File: src/rtl/alu_pkg.sv
// alu_pkg: opcodes, FSM states and helper predicates for alu_mdu.
// ALU_MDU_DIV_EN adds the DIV state and makes DIV/DIVU multi-cycle.
package alu_pkg;

    typedef enum logic [3:0] {
        EXE_ALU_ADD   = 4'd0,
        EXE_ALU_SUB   = 4'd1,
        EXE_ALU_SLT   = 4'd2,
        EXE_ALU_AND   = 4'd3,
        EXE_ALU_OR    = 4'd4,
        EXE_ALU_SLL   = 4'd5,
        EXE_ALU_SRL   = 4'd6,
        EXE_ALU_LUI   = 4'd7,
        EXE_ALU_XOR   = 4'd8,
        EXE_ALU_NOR   = 4'd9,
        EXE_ALU_SLTU  = 4'd10,
        EXE_ALU_SRA   = 4'd11,
        EXE_ALU_MULT  = 4'd12,
        EXE_ALU_MULTU = 4'd13,
        EXE_ALU_DIV   = 4'd14,
        EXE_ALU_DIVU  = 4'd15
    } alu_op_t;

    typedef enum logic [2:0] {
        ST_IDLE,
        ST_MUL,
`ifdef ALU_MDU_DIV_EN
        ST_DIV,
`endif
        ST_FIX,
        ST_DONE
    } state_t;

    function automatic logic is_div(input alu_op_t op);
        return (op == EXE_ALU_DIV) || (op == EXE_ALU_DIVU);
    endfunction

    function automatic logic is_multi(input alu_op_t op);
        logic m;
        m = (op == EXE_ALU_MULT) || (op == EXE_ALU_MULTU);
`ifdef ALU_MDU_DIV_EN
        m = m || is_div(op);
`endif
        return m;
    endfunction

endpackage

File: src/rtl/alu_mdu_if.sv
// alu_mdu_if: request/response bundle between EX control and alu_mdu.
// ALU_MDU_DIV_EN does not change this interface.
interface alu_mdu_if #(parameter int WIDTH = 32);
    logic             in_valid;
    logic             in_ready;
    logic [3:0]       oper;
    logic [WIDTH-1:0] a;
    logic [WIDTH-1:0] b;
    logic             flush;
    logic             out_valid;
    logic [WIDTH-1:0] result;
    logic [WIDTH-1:0] hi;
    logic [WIDTH-1:0] lo;
    logic             busy;

    modport master (
        output in_valid, oper, a, b, flush,
        input  in_ready, out_valid, result, hi, lo, busy
    );

    modport slave (
        input  in_valid, oper, a, b, flush,
        output in_ready, out_valid, result, hi, lo, busy
    );
endinterface

File: src/rtl/mdu_iter.sv
// mdu_iter: radix-2 shift/add multiplier and restoring divider.
// The divider datapath exists only with ALU_MDU_DIV_EN defined.
module mdu_iter
    import alu_pkg::*;
#(
    parameter int WIDTH = 32
) (
    input  logic             clk,
    input  logic             rst_n,
    input  logic             i_start_mul,
`ifdef ALU_MDU_DIV_EN
    input  logic             i_start_div,
`endif
    input  logic             i_signed,
    input  logic             i_run,
    input  logic [WIDTH-1:0] i_a,
    input  logic [WIDTH-1:0] i_b,
    output logic             o_last,
    output logic [WIDTH-1:0] o_hi,
    output logic [WIDTH-1:0] o_lo
);
    localparam int CW = $clog2(WIDTH);

    logic [CW-1:0]      r_cnt;
    logic [WIDTH-1:0]   r_hi, r_lo, r_op;
    logic               r_neg_q;
    logic               w_start, w_sa, w_sb;
    logic [WIDTH-1:0]   w_ma, w_mb;
    logic [WIDTH:0]     w_madd;
    logic [2*WIDTH-1:0] w_prod;

    assign w_sa   = i_signed & i_a[WIDTH-1];
    assign w_sb   = i_signed & i_b[WIDTH-1];
    assign w_ma   = w_sa ? -i_a : i_a;
    assign w_mb   = w_sb ? -i_b : i_b;
    assign w_madd = {1'b0, r_hi} + (r_lo[0] ? {1'b0, r_op} : '0);
    assign w_prod = r_neg_q ? -{r_hi, r_lo} : {r_hi, r_lo};
    assign o_last = i_run && (r_cnt == CW'(WIDTH - 1));

`ifdef ALU_MDU_DIV_EN
    logic           r_div, r_neg_r;
    logic [WIDTH:0] w_shr, w_trial;

    assign w_start = i_start_mul | i_start_div;
    assign w_shr   = {r_hi, r_lo[WIDTH-1]};
    assign w_trial = w_shr - {1'b0, r_op};

    always_comb begin
        o_hi = w_prod[2*WIDTH-1:WIDTH];
        o_lo = w_prod[WIDTH-1:0];
        if (r_div) begin
            o_lo = r_neg_q ? -r_lo : r_lo;
            o_hi = r_neg_r ? -r_hi : r_hi;
        end
    end
`else
    assign w_start = i_start_mul;
    assign o_hi    = w_prod[2*WIDTH-1:WIDTH];
    assign o_lo    = w_prod[WIDTH-1:0];
`endif

    // hi accumulates product/remainder, lo holds multiplier/quotient bits
    always_ff @(posedge clk or negedge rst_n) begin
        if (!rst_n) begin
            r_cnt   <= '0;
            r_hi    <= '0;
            r_lo    <= '0;
            r_op    <= '0;
            r_neg_q <= 1'b0;
`ifdef ALU_MDU_DIV_EN
            r_div   <= 1'b0;
            r_neg_r <= 1'b0;
`endif
        end else if (w_start) begin
            r_cnt   <= '0;
            r_hi    <= '0;
            r_lo    <= w_ma;
            r_op    <= w_mb;
            r_neg_q <= w_sa ^ w_sb;
`ifdef ALU_MDU_DIV_EN
            r_div   <= i_start_div;
            r_neg_r <= w_sa;
`endif
        end else if (i_run) begin
            r_cnt <= r_cnt + 1'b1;
`ifdef ALU_MDU_DIV_EN
            if (r_div) begin
                if (!w_trial[WIDTH]) begin
                    r_hi <= w_trial[WIDTH-1:0];
                    r_lo <= {r_lo[WIDTH-2:0], 1'b1};
                end else begin
                    r_hi <= w_shr[WIDTH-1:0];
                    r_lo <= {r_lo[WIDTH-2:0], 1'b0};
                end
            end else
`endif
            begin
                r_hi <= w_madd[WIDTH:1];
                r_lo <= {w_madd[0], r_lo[WIDTH-1:1]};
            end
        end
    end
endmodule

File: src/rtl/alu_mdu.sv
// alu_mdu: EX-stage ALU with iterative MULT/MULTU and optional DIV/DIVU.
// Define ALU_MDU_DIV_EN to build the divider; otherwise DIV/DIVU give 0.
module alu_mdu
    import alu_pkg::*;
#(
    parameter int WIDTH = 32
) (
    input  logic      clk,
    input  logic      rst_n,
    alu_mdu_if.slave  bus
);
    localparam int SW = $clog2(WIDTH);

    state_t           r_state, w_state_n;
    logic             r_out_valid;
    logic [WIDTH-1:0] r_result, r_hi, r_lo;
    alu_op_t          w_op;
    logic             w_accept, w_single, w_start_mul, w_signed;
    logic             w_run, w_last;
    logic [SW-1:0]    w_sh;
    logic [WIDTH-1:0] w_alu, w_fix_hi, w_fix_lo;

    assign w_op         = alu_op_t'(bus.oper);
    assign w_sh         = bus.a[SW-1:0];
    assign bus.in_ready = (r_state == ST_IDLE) && !bus.flush;
    assign w_accept     = bus.in_valid && bus.in_ready;
    assign w_single     = w_accept && !is_multi(w_op);
    assign w_start_mul  = w_accept &&
                          ((w_op == EXE_ALU_MULT) || (w_op == EXE_ALU_MULTU));

`ifdef ALU_MDU_DIV_EN
    logic w_start_div, w_div0;
    assign w_div0      = w_accept && is_div(w_op) && (bus.b == '0);
    assign w_start_div = w_accept && is_div(w_op) && (bus.b != '0);
    assign w_signed    = (w_op == EXE_ALU_MULT) || (w_op == EXE_ALU_DIV);
    assign w_run       = (r_state == ST_MUL) || (r_state == ST_DIV);
`else
    assign w_signed    = (w_op == EXE_ALU_MULT);
    assign w_run       = (r_state == ST_MUL);
`endif

    always_comb begin
        w_alu = '0;
        unique case (w_op)
            EXE_ALU_ADD:  w_alu = bus.a + bus.b;
            EXE_ALU_SUB:  w_alu = bus.a - bus.b;
            EXE_ALU_SLT:  w_alu = {{(WIDTH-1){1'b0}},
                                   $signed(bus.a) < $signed(bus.b)};
            EXE_ALU_AND:  w_alu = bus.a & bus.b;
            EXE_ALU_OR:   w_alu = bus.a | bus.b;
            EXE_ALU_SLL:  w_alu = bus.b << w_sh;
            EXE_ALU_SRL:  w_alu = bus.b >> w_sh;
            EXE_ALU_LUI:  w_alu = {bus.b[WIDTH/2-1:0], {(WIDTH/2){1'b0}}};
            EXE_ALU_XOR:  w_alu = bus.a ^ bus.b;
            EXE_ALU_NOR:  w_alu = ~(bus.a | bus.b);
            EXE_ALU_SLTU: w_alu = {{(WIDTH-1){1'b0}}, bus.a < bus.b};
            EXE_ALU_SRA:  w_alu = $unsigned($signed(bus.b) >>> w_sh);
            EXE_ALU_MULT, EXE_ALU_MULTU,
            EXE_ALU_DIV, EXE_ALU_DIVU: w_alu = '0;
        endcase
    end

    always_comb begin
        w_state_n = r_state;
        if (bus.flush) begin
            w_state_n = ST_IDLE;
        end else begin
            case (r_state)
                ST_IDLE: begin
                    if (w_start_mul) w_state_n = ST_MUL;
`ifdef ALU_MDU_DIV_EN
                    if (w_start_div) w_state_n = ST_DIV;
                    if (w_div0)      w_state_n = ST_DONE;
`endif
                end
                ST_MUL:  if (w_last) w_state_n = ST_FIX;
`ifdef ALU_MDU_DIV_EN
                ST_DIV:  if (w_last) w_state_n = ST_FIX;
`endif
                ST_FIX:  w_state_n = ST_DONE;
                ST_DONE: w_state_n = ST_IDLE;
                default: w_state_n = ST_IDLE;
            endcase
        end
    end

    always_ff @(posedge clk or negedge rst_n) begin
        if (!rst_n) begin
            r_state     <= ST_IDLE;
            r_out_valid <= 1'b0;
            r_result    <= '0;
            r_hi        <= '0;
            r_lo        <= '0;
        end else begin
            r_state     <= w_state_n;
            r_out_valid <= 1'b0;
            if (w_single) begin
                r_out_valid <= 1'b1;
                r_result    <= w_alu;
            end
`ifdef ALU_MDU_DIV_EN
            if (w_div0) begin
                r_out_valid <= 1'b1;
                r_result    <= '1;
                r_lo        <= '1;
                r_hi        <= bus.a;
            end
`endif
            // a flush during FIX must not commit HI/LO
            if ((r_state == ST_FIX) && !bus.flush) begin
                r_out_valid <= 1'b1;
                r_result    <= w_fix_lo;
                r_hi        <= w_fix_hi;
                r_lo        <= w_fix_lo;
            end
        end
    end

    assign bus.out_valid = r_out_valid;
    assign bus.result    = r_result;
    assign bus.hi        = r_hi;
    assign bus.lo        = r_lo;
    assign bus.busy      = (r_state != ST_IDLE);

    mdu_iter #(.WIDTH(WIDTH)) u_iter (
        .clk         (clk),
        .rst_n       (rst_n),
        .i_start_mul (w_start_mul),
`ifdef ALU_MDU_DIV_EN
        .i_start_div (w_start_div),
`endif
        .i_signed    (w_signed),
        .i_run       (w_run),
        .i_a         (bus.a),
        .i_b         (bus.b),
        .o_last      (w_last),
        .o_hi        (w_fix_hi),
        .o_lo        (w_fix_lo)
    );
endmodule
File: src/flat_wrapper.sv
// flat-port wrapper written by rule: the top's interface ports become plain ports
module alu_mdu_flat import alu_pkg::*;
#(
    parameter int WIDTH = 32
)
  (clk, rst_n, bus_in_valid, bus_oper, bus_a, bus_b, bus_flush, bus_in_ready, bus_out_valid, bus_result, bus_hi, bus_lo, bus_busy);
  alu_mdu_if #(.WIDTH(WIDTH)) bus_i ();
  input  logic clk;
  input  logic rst_n;
  input wire logic [$bits(bus_i.in_valid)-1:0] bus_in_valid;
  input wire logic [$bits(bus_i.oper)-1:0] bus_oper;
  input wire logic [$bits(bus_i.a)-1:0] bus_a;
  input wire logic [$bits(bus_i.b)-1:0] bus_b;
  input wire logic [$bits(bus_i.flush)-1:0] bus_flush;
  output wire logic [$bits(bus_i.in_ready)-1:0] bus_in_ready;
  output wire logic [$bits(bus_i.out_valid)-1:0] bus_out_valid;
  output wire logic [$bits(bus_i.result)-1:0] bus_result;
  output wire logic [$bits(bus_i.hi)-1:0] bus_hi;
  output wire logic [$bits(bus_i.lo)-1:0] bus_lo;
  output wire logic [$bits(bus_i.busy)-1:0] bus_busy;
  assign bus_i.in_valid = bus_in_valid;
  assign bus_i.oper = bus_oper;
  assign bus_i.a = bus_a;
  assign bus_i.b = bus_b;
  assign bus_i.flush = bus_flush;
  assign bus_in_ready = bus_i.in_ready;
  assign bus_out_valid = bus_i.out_valid;
  assign bus_result = bus_i.result;
  assign bus_hi = bus_i.hi;
  assign bus_lo = bus_i.lo;
  assign bus_busy = bus_i.busy;
  alu_mdu #(.WIDTH(WIDTH)) u_core (.clk(clk), .rst_n(rst_n), .bus(bus_i));
endmodule
File: config.mk
export PLATFORM = sky130hd
export DESIGN_NAME = alu_mdu_flat
export DESIGN_NICKNAME = d
export VERILOG_FILES = /design/src/rtl/alu_pkg.sv /design/src/rtl/alu_mdu_if.sv /design/src/rtl/mdu_iter.sv /design/src/rtl/alu_mdu.sv /design/src/flat_wrapper.sv
export SDC_FILE = /design/constraint.sdc
export NUM_CORES = 1
export LEC_CHECK = 0
export BUFFER_PORTS_ARGS = -buffer_cell sky130_fd_sc_hd__buf_2
export CORE_MARGIN = 8
export CORE_UTILIZATION = 60
export DETAILED_ROUTE_END_ITERATION = 10
export PLACE_DENSITY = 0.8
export SLEW_MARGIN = 20
export SYNTH_ARGS = -nofsm -noshare
export SYNTH_HDL_FRONTEND = slang
export SYNTH_HIERARCHICAL = 1
export SYNTH_SLANG_ARGS = --single-unit
File: constraint.sdc
create_clock -name clk -period 4.7 [get_ports clk]
set_input_delay 0.47 -clock clk [delete_from_list [all_inputs] [get_ports clk]]
set_output_delay 0.47 -clock clk [all_outputs]
set_load 0.05 [all_outputs]
# Yosys cells after proc, flatten, opt, wreduce, memory -nomap -nowiden
# Cells that the tools add are included.
dict set report op_classes {
  n_mux 19
  n_eq_ne 20
  n_shift 3
  addsub 7
  n_reduce_logical 16
  bitwise_logic 7
  magnitude_cmp 2
}
# operator count
set ops {}
lappend ops {{$pmux W32 S13} 1}
lappend ops {{$mux W32} 9}
lappend ops {{$lt A32 B32 Y1} 2}
lappend ops {{$mux W64} 1}
lappend ops {{$neg A32 Y32} 2}
lappend ops {{$neg A64 Y64} 1}
lappend ops {{$add A32 B32 Y33} 1}
lappend ops {{$add A32 B32 Y32} 1}
lappend ops {{$and A32 B32 Y32} 1}
lappend ops {{$eq A4 B4 Y1 const B} 8}
lappend ops {{$not A32 Y32} 1}
lappend ops {{$or A32 B32 Y32} 1}
lappend ops {{$shl A32 B5 Y32} 1}
lappend ops {{$shr A32 B5 Y32} 1}
lappend ops {{$sshr A32 B5 Y32} 1}
lappend ops {{$sub A32 B32 Y32} 1}
lappend ops {{$xor A32 B32 Y32} 1}
lappend ops {{$eq A4 B3 Y1 const B} 4}
lappend ops {{$mux W5} 2}
lappend ops {{$mux W3} 3}
lappend ops {{$pmux W3 S3} 1}
lappend ops {{$eq A4 B2 Y1 const B} 2}
lappend ops {{$logic_and A1 B1 Y1} 6}
lappend ops {{$add A5 B1 Y5 const B} 1}
lappend ops {{other kinds (17)} 21}
dict set report totals {
  inputBits 72
  reg_bits 202
  out_inout_bits 99
  elab_cells 84
}

# Longest topological paths before layout
dict set report logic_depth {
  depth_word 7
  ltp_mapped 17
  mapped_depth_nobuf 13
}

# Hierarchy
# Netlist, hierarchy kept.
# module area_per_inst_um2 cells_per_inst seq_area_each_um2 instances
set modules_own_cells {}
lappend modules_own_cells {alu_mdu 13052.5 1790 2477.4 1}
lappend modules_own_cells {mdu_iter 8703.3 1065 2552.4 1}

# Least setup slack after synthesis
# OpenSTA, ideal clock, no wires.
dict set report synth_path {
  path_kind {input port to flip-flop}
  start {input bus_a[3]}
  end {register u_core.r_result[31], in the netlist u_core/bus.result[31]}
  t_required_ns 4.574
  path_stages 15
  path_buffers 4
  setup_time_ns 0.126
  t_arrival_ns 3.547
  setup_slack_ns 1.027
  cell_sequence {clkbuf_1 clkinv_1 buf_1 clkbuf_1 ha_1 buf_4 o21ai_1 o211ai_2 a221oi_2 o31ai_2 a311oi_2 o211ai_1 a21o_1 mux2i_1 o311a_1}
}
dict set report synth_via {
  elab_chain_cells 4
  elab_cells_between_ends 8
  classes_between {2 x add/sub; 3 x shift; 3 x mux}
}
# item line_no
set synth_rtl {}
lappend synth_rtl {{start, declared} flat_wrapper.sv:12} ;# input wire logic [$bits(bus_i.a)-1:0] bus_a;
lappend synth_rtl {{$sub A32 B32 Y32, or another cell as far along} alu_mdu.sv:46} ;# EXE_ALU_SUB: w_alu = bus.a - bus.b;
lappend synth_rtl {{$pmux W32 S13 (*)} alu_mdu.sv:44} ;# unique case (w_op)
lappend synth_rtl {{$mux W32 (*)} alu_mdu.sv:97} ;# if (w_single) begin
lappend synth_rtl {{$mux W32 (*)} alu_mdu.sv:110} ;# if ((r_state == ST_FIX) && !bus.flush) begin
lappend synth_rtl {{end signal, assigned} alu_mdu.sv:99} ;# r_result <= w_alu;
lappend synth_rtl {{end signal, assigned} alu_mdu.sv:112} ;# r_result <= w_fix_lo;
lappend synth_rtl {{end, declared} alu_mdu.sv:16} ;# logic [WIDTH-1:0] r_result, r_hi, r_lo;
# Every way passes the cells marked *; elsewhere a longest branch is shown, timed or not. The select of a mux whose other input is x is not followed.
# A chain may end at the register's enable or synchronous reset.

# Final worst setup path
dict set report layout_path {
  start {register u_core.u_iter.r_lo[14]}
  end {register u_core.r_result[23], in the netlist u_core/bus.result[23]}
}
dict set report layout_via {
  elab_chain_cells 3
}
# item line_no
set layout_rtl {}
lappend layout_rtl {{start, declared} mdu_iter.sv:25} ;# logic [WIDTH-1:0] r_hi, r_lo, r_op;
lappend layout_rtl {{start signal, assigned} mdu_iter.sv:77} ;# r_lo <= w_ma;
lappend layout_rtl {{start signal, assigned} mdu_iter.sv:99} ;# r_lo <= {w_madd[0], r_lo[WIDTH-1:1]};
lappend layout_rtl {{$neg A64 Y64} mdu_iter.sv:37} ;# assign w_prod = r_neg_q ? -{r_hi, r_lo} : {r_hi, r_lo};
lappend layout_rtl {{$mux W64} mdu_iter.sv:37}
lappend layout_rtl {{named net u_core.w_fix_lo[23]} alu_mdu.sv:21} ;# logic [WIDTH-1:0] w_alu, w_fix_hi, w_fix_lo;
lappend layout_rtl {{$mux W32} alu_mdu.sv:110}
# The timed path passes the listed nets, and every way through them passes these cells.

==> reports/metrics.cfg <==
[cts]
clk_pin_slew_ns=0.07
post_cts_buffers=0
clk_path_buf_depth=3
post_cts_resized=0
cts_inserted_buffers=23
cts_hold_buf=0
clock-sinks=201
h-tree-depth=1
cts_tree=done
ctsRootBufferMaster=clkbuf_16
clk_latency_ns=0.54

[worst_setup_path]
critPathMaxFanout=4
crit_family=simple AND/OR/NAND/NOR gates
worst-path-buf-inv=0
worstSetupStartpointType=flop
critical_path.endpoint_type=flop
critPathArrivalTime_ns=4.66
crit_chain=or4_1 -> or3_1 -> nor3_1 -> nand3_1 -> o41ai_1 -> xnor2_1 -> nand2_1 -> nand4_1 -> a31oi_1 -> o211ai_1 -> a221oi_1 -> a21oi_1
max_stage_delay_ns=0.60
critPathKind=flop to flop
critPathSlowestCell=or4_1
cp_data_required_time_ns=5.11

[synth]
synth_nets=3066
synth_area_um2=21800
ys_warn_count=6
syn_area_per_cell_um2=7.62
async_flop_share_pct=100
synth.distinct_cells=97
synth-seq-cells=201
synthFlopType=dfrtp_1
ys_seq_area_share_pct=23.1
synth_edf_count=0
synth_cells=2855

[timing]
post-route-period-util_pct=90.4
grt_setup_unrepaired=false
relSlewSlack_pct=23.1
max_freq_mhz=235
slew_viol_final=0
whs_ns=0.114
fin_tns_setup_ns=0
setup_viol=0
hold_viol=0
clock_skew_ns=0.0319
worst_pin_slew_ns=1.14
fin_crit_ns=4.25

[power_and_ir_drop]
power_uw=12900
peakVddDrop_mv=0.414
leakagePower_uw=0.0103
power_density_nw_per_um2=546

[floorplan]
die_w_um=206
dieArea_um2=42600
row_count=69
start_util_pct=61.0
ioPinCount=171
die_h_um=206
core_area_um2=35700

[grt]
antenna_found_initial=7
grt_pass1_wl_um=138000
grt_overflow=0
grt_use_total_pct=42.5
grt_start_max_net_pins=118
first_global_vias=22500

[cells_and_area]
drive_gt1_share_pct=13.1
fillers=3078
layout.nets=3125
area_growth_pct=8.77
seqCellArea_um2=5030
final_cells=3396
multi_input_area_um2=15500

[routing]
firstDrtPassIters=7
initialDrtViolationCount=3569
wl_per_cell_um=27.3
routed_via_density=7.04
vias=23900
final_antenna_net_count=0
drc=0
wirelength_um=92800

[placement]
dp_hpwl_um=68400
port_buffers=170
dp.cells=3350
place.gp.congestion=1.10

[outcome]
status=finished, final reports clean

[worst_hold_path]
hp-class=primary input to asynchronous set/reset pin

[run]
cap_violations=0

path summary, 6_finish.rpt:
kind | start | to | slack (ns) | cells past startpoint
setup / recovery | u_core/u_iter/r_lo[14]$_DFFE_PN0P_ | u_core/bus.result[23]$_DFFE_PN0P_ | 0.45 | 12
hold / removal | rst_n | u_core/bus.hi[11]$_DFFE_PN0P_ | 0.11 | 1
setup reg to reg | u_core/u_iter/r_lo[14]$_DFFE_PN0P_ | u_core/bus.result[23]$_DFFE_PN0P_ | 0.45 | 12
hold reg to reg | u_core/bus.lo[12]$_DFFE_PN0P_ | u_core/bus.lo[12]$_DFFE_PN0P_ | 0.47 | 2
max in group asynchronous | rst_n | u_core/bus.lo[23]$_DFFE_PN0P_ | 3.59 | 2
min in group clk | bus_a[5] | u_core/u_iter/r_lo[5]$_DFFE_PN0P_ | 0.34 | 4
worst register-to-register path, cell delays in order, from the launching register on:
cell,delay [ns]
dfrtp_1,0.41
or4_1,0.60
or3_1,0.38
nor3_1,0.32
nand3_1,0.14
o41ai_1,0.40
xnor2_1,0.14
nand2_1,0.28
nand4_1,0.41
a31oi_1,0.39
o211ai_1,0.28
a221oi_1,0.31
a21oi_1,0.07
placed cells by master (no fill, tap or decap), drive strengths merged, types with 11 or more instances in the layout:
cell type	instances
and3	15
nand3	51
o221ai	13
nand2b	25
or4	16
or2	12
a22oi	22
mux4	33
buf	232
nor3	64
o41ai	18
o211ai	30
xnor2	115
mux2	27
mux2i	90
o21ai	231
or3	42
a21oi	234
nor2	258
and2	43
nand4	35
a31oi	26
nand3b	11
a211oi	45
o31ai	43
inv	122
dfrtp	201
clkbuf	36
o21bai	20
a21o	26
xor2	48
a221oi	28
nor2b	24
a221o	12
ha	136
nor4	22
o21a	16
nand2	403
report_power, final:
group / internal (uW) / switching, uW
combinational: 2540 / 5210
clock: 1070 / 757
sequential: 2550 / 799
cells by family (layout without fill, tap and decap cells):
| family | count (synthesis) | after routing | share of synthesized area (%) |
|---|---|---|---|
| other cells | 0 | 5 | 0 |
| mux | 150 | 150 | 8.95 |
| compound gates | 846 | 846 | 25.2 |
| xor+xnor | 163 | 163 | 6.56 |
| fa+ha+maj | 139 | 139 | 8.10 |
| buf+inv | 323 | 398 | 6.03 |
| flops | 201 | 201 | 23.1 |
| simple gates | 1033 | 1033 | 22.0 |
area by class of cell:
| type | instances | area share (%) |
|---|---|---|
| Multi-Input combinational cell | 2331 | 65.3 |
| Sequential cell | 201 | 21.3 |
| Timing Repair Buffer | 233 | 5.75 |
| Clock buffer | 35 | 2.92 |
| Tap cell | 461 | 2.44 |
| Inverter | 124 | 1.97 |
| Clock inverter | 6 | 0.286 |
| Antenna cell | 5 | 0.0529 |
metrics by stage:
stage	setup WS, ns	utilization, %	instance area, um2
after floorplan	1.03	-	21800
final	0.451	66.4	23700
after global placement	0.819	64.2	22900
after CTS	0.740	66.3	23700
after global routing	0.269	66.4	23700
after detailed placement	0.749	64.2	22900
synth_stat cells, types with 38 or more instances:
cell      number  area, um2
nor2_1       258        968
inv_1        115        432
nor3_1        62        310
mux2i_1       90        901
clkbuf_1     135        507
dfrtp_1      201       5030
nand2_1      403       1510
o21ai_0      206       1030
xnor2_1      115       1010
xor2_1        48        420
and2_1        43        269
or3_1         40        250
o31ai_1       38        285
a211oi_1      42        315
ha_1         136       1700
nand3_1       51        255
a21oi_1      234       1170
registers in the layout (all words and copies together), names as in the netlist:
| register | count |
|---|---|
| u_core/bus.hi | 32 |
| u_core/bus.lo | 32 |
| u_core/bus.result | 32 |
| u_core/u_iter/r_hi | 32 |
| u_core/u_iter/r_lo | 32 |
| u_core/u_iter/r_op | 32 |
| u_core/u_iter/r_cnt | 5 |
| u_core/r_state | 2 |
| u_core/bus.out_valid | 1 |
| u_core/u_iter/r_neg_q | 1 |
per-layer routing:
metal / vias to the layer above / part of all wire, % / routed length [um] / GRT usage, %
met2: 1838 / 42 / 39000 / 62.6
met4: 2 / 7.1 / 6580 / 26.3
li1: 10400 / - / - / -
met5: - / 0.014 / 13 / 0
met1: 11200 / 37 / 34200 / 53.8
met3: 426 / 14 / 13000 / 13.2
Power figures use the tool's default switching activity.
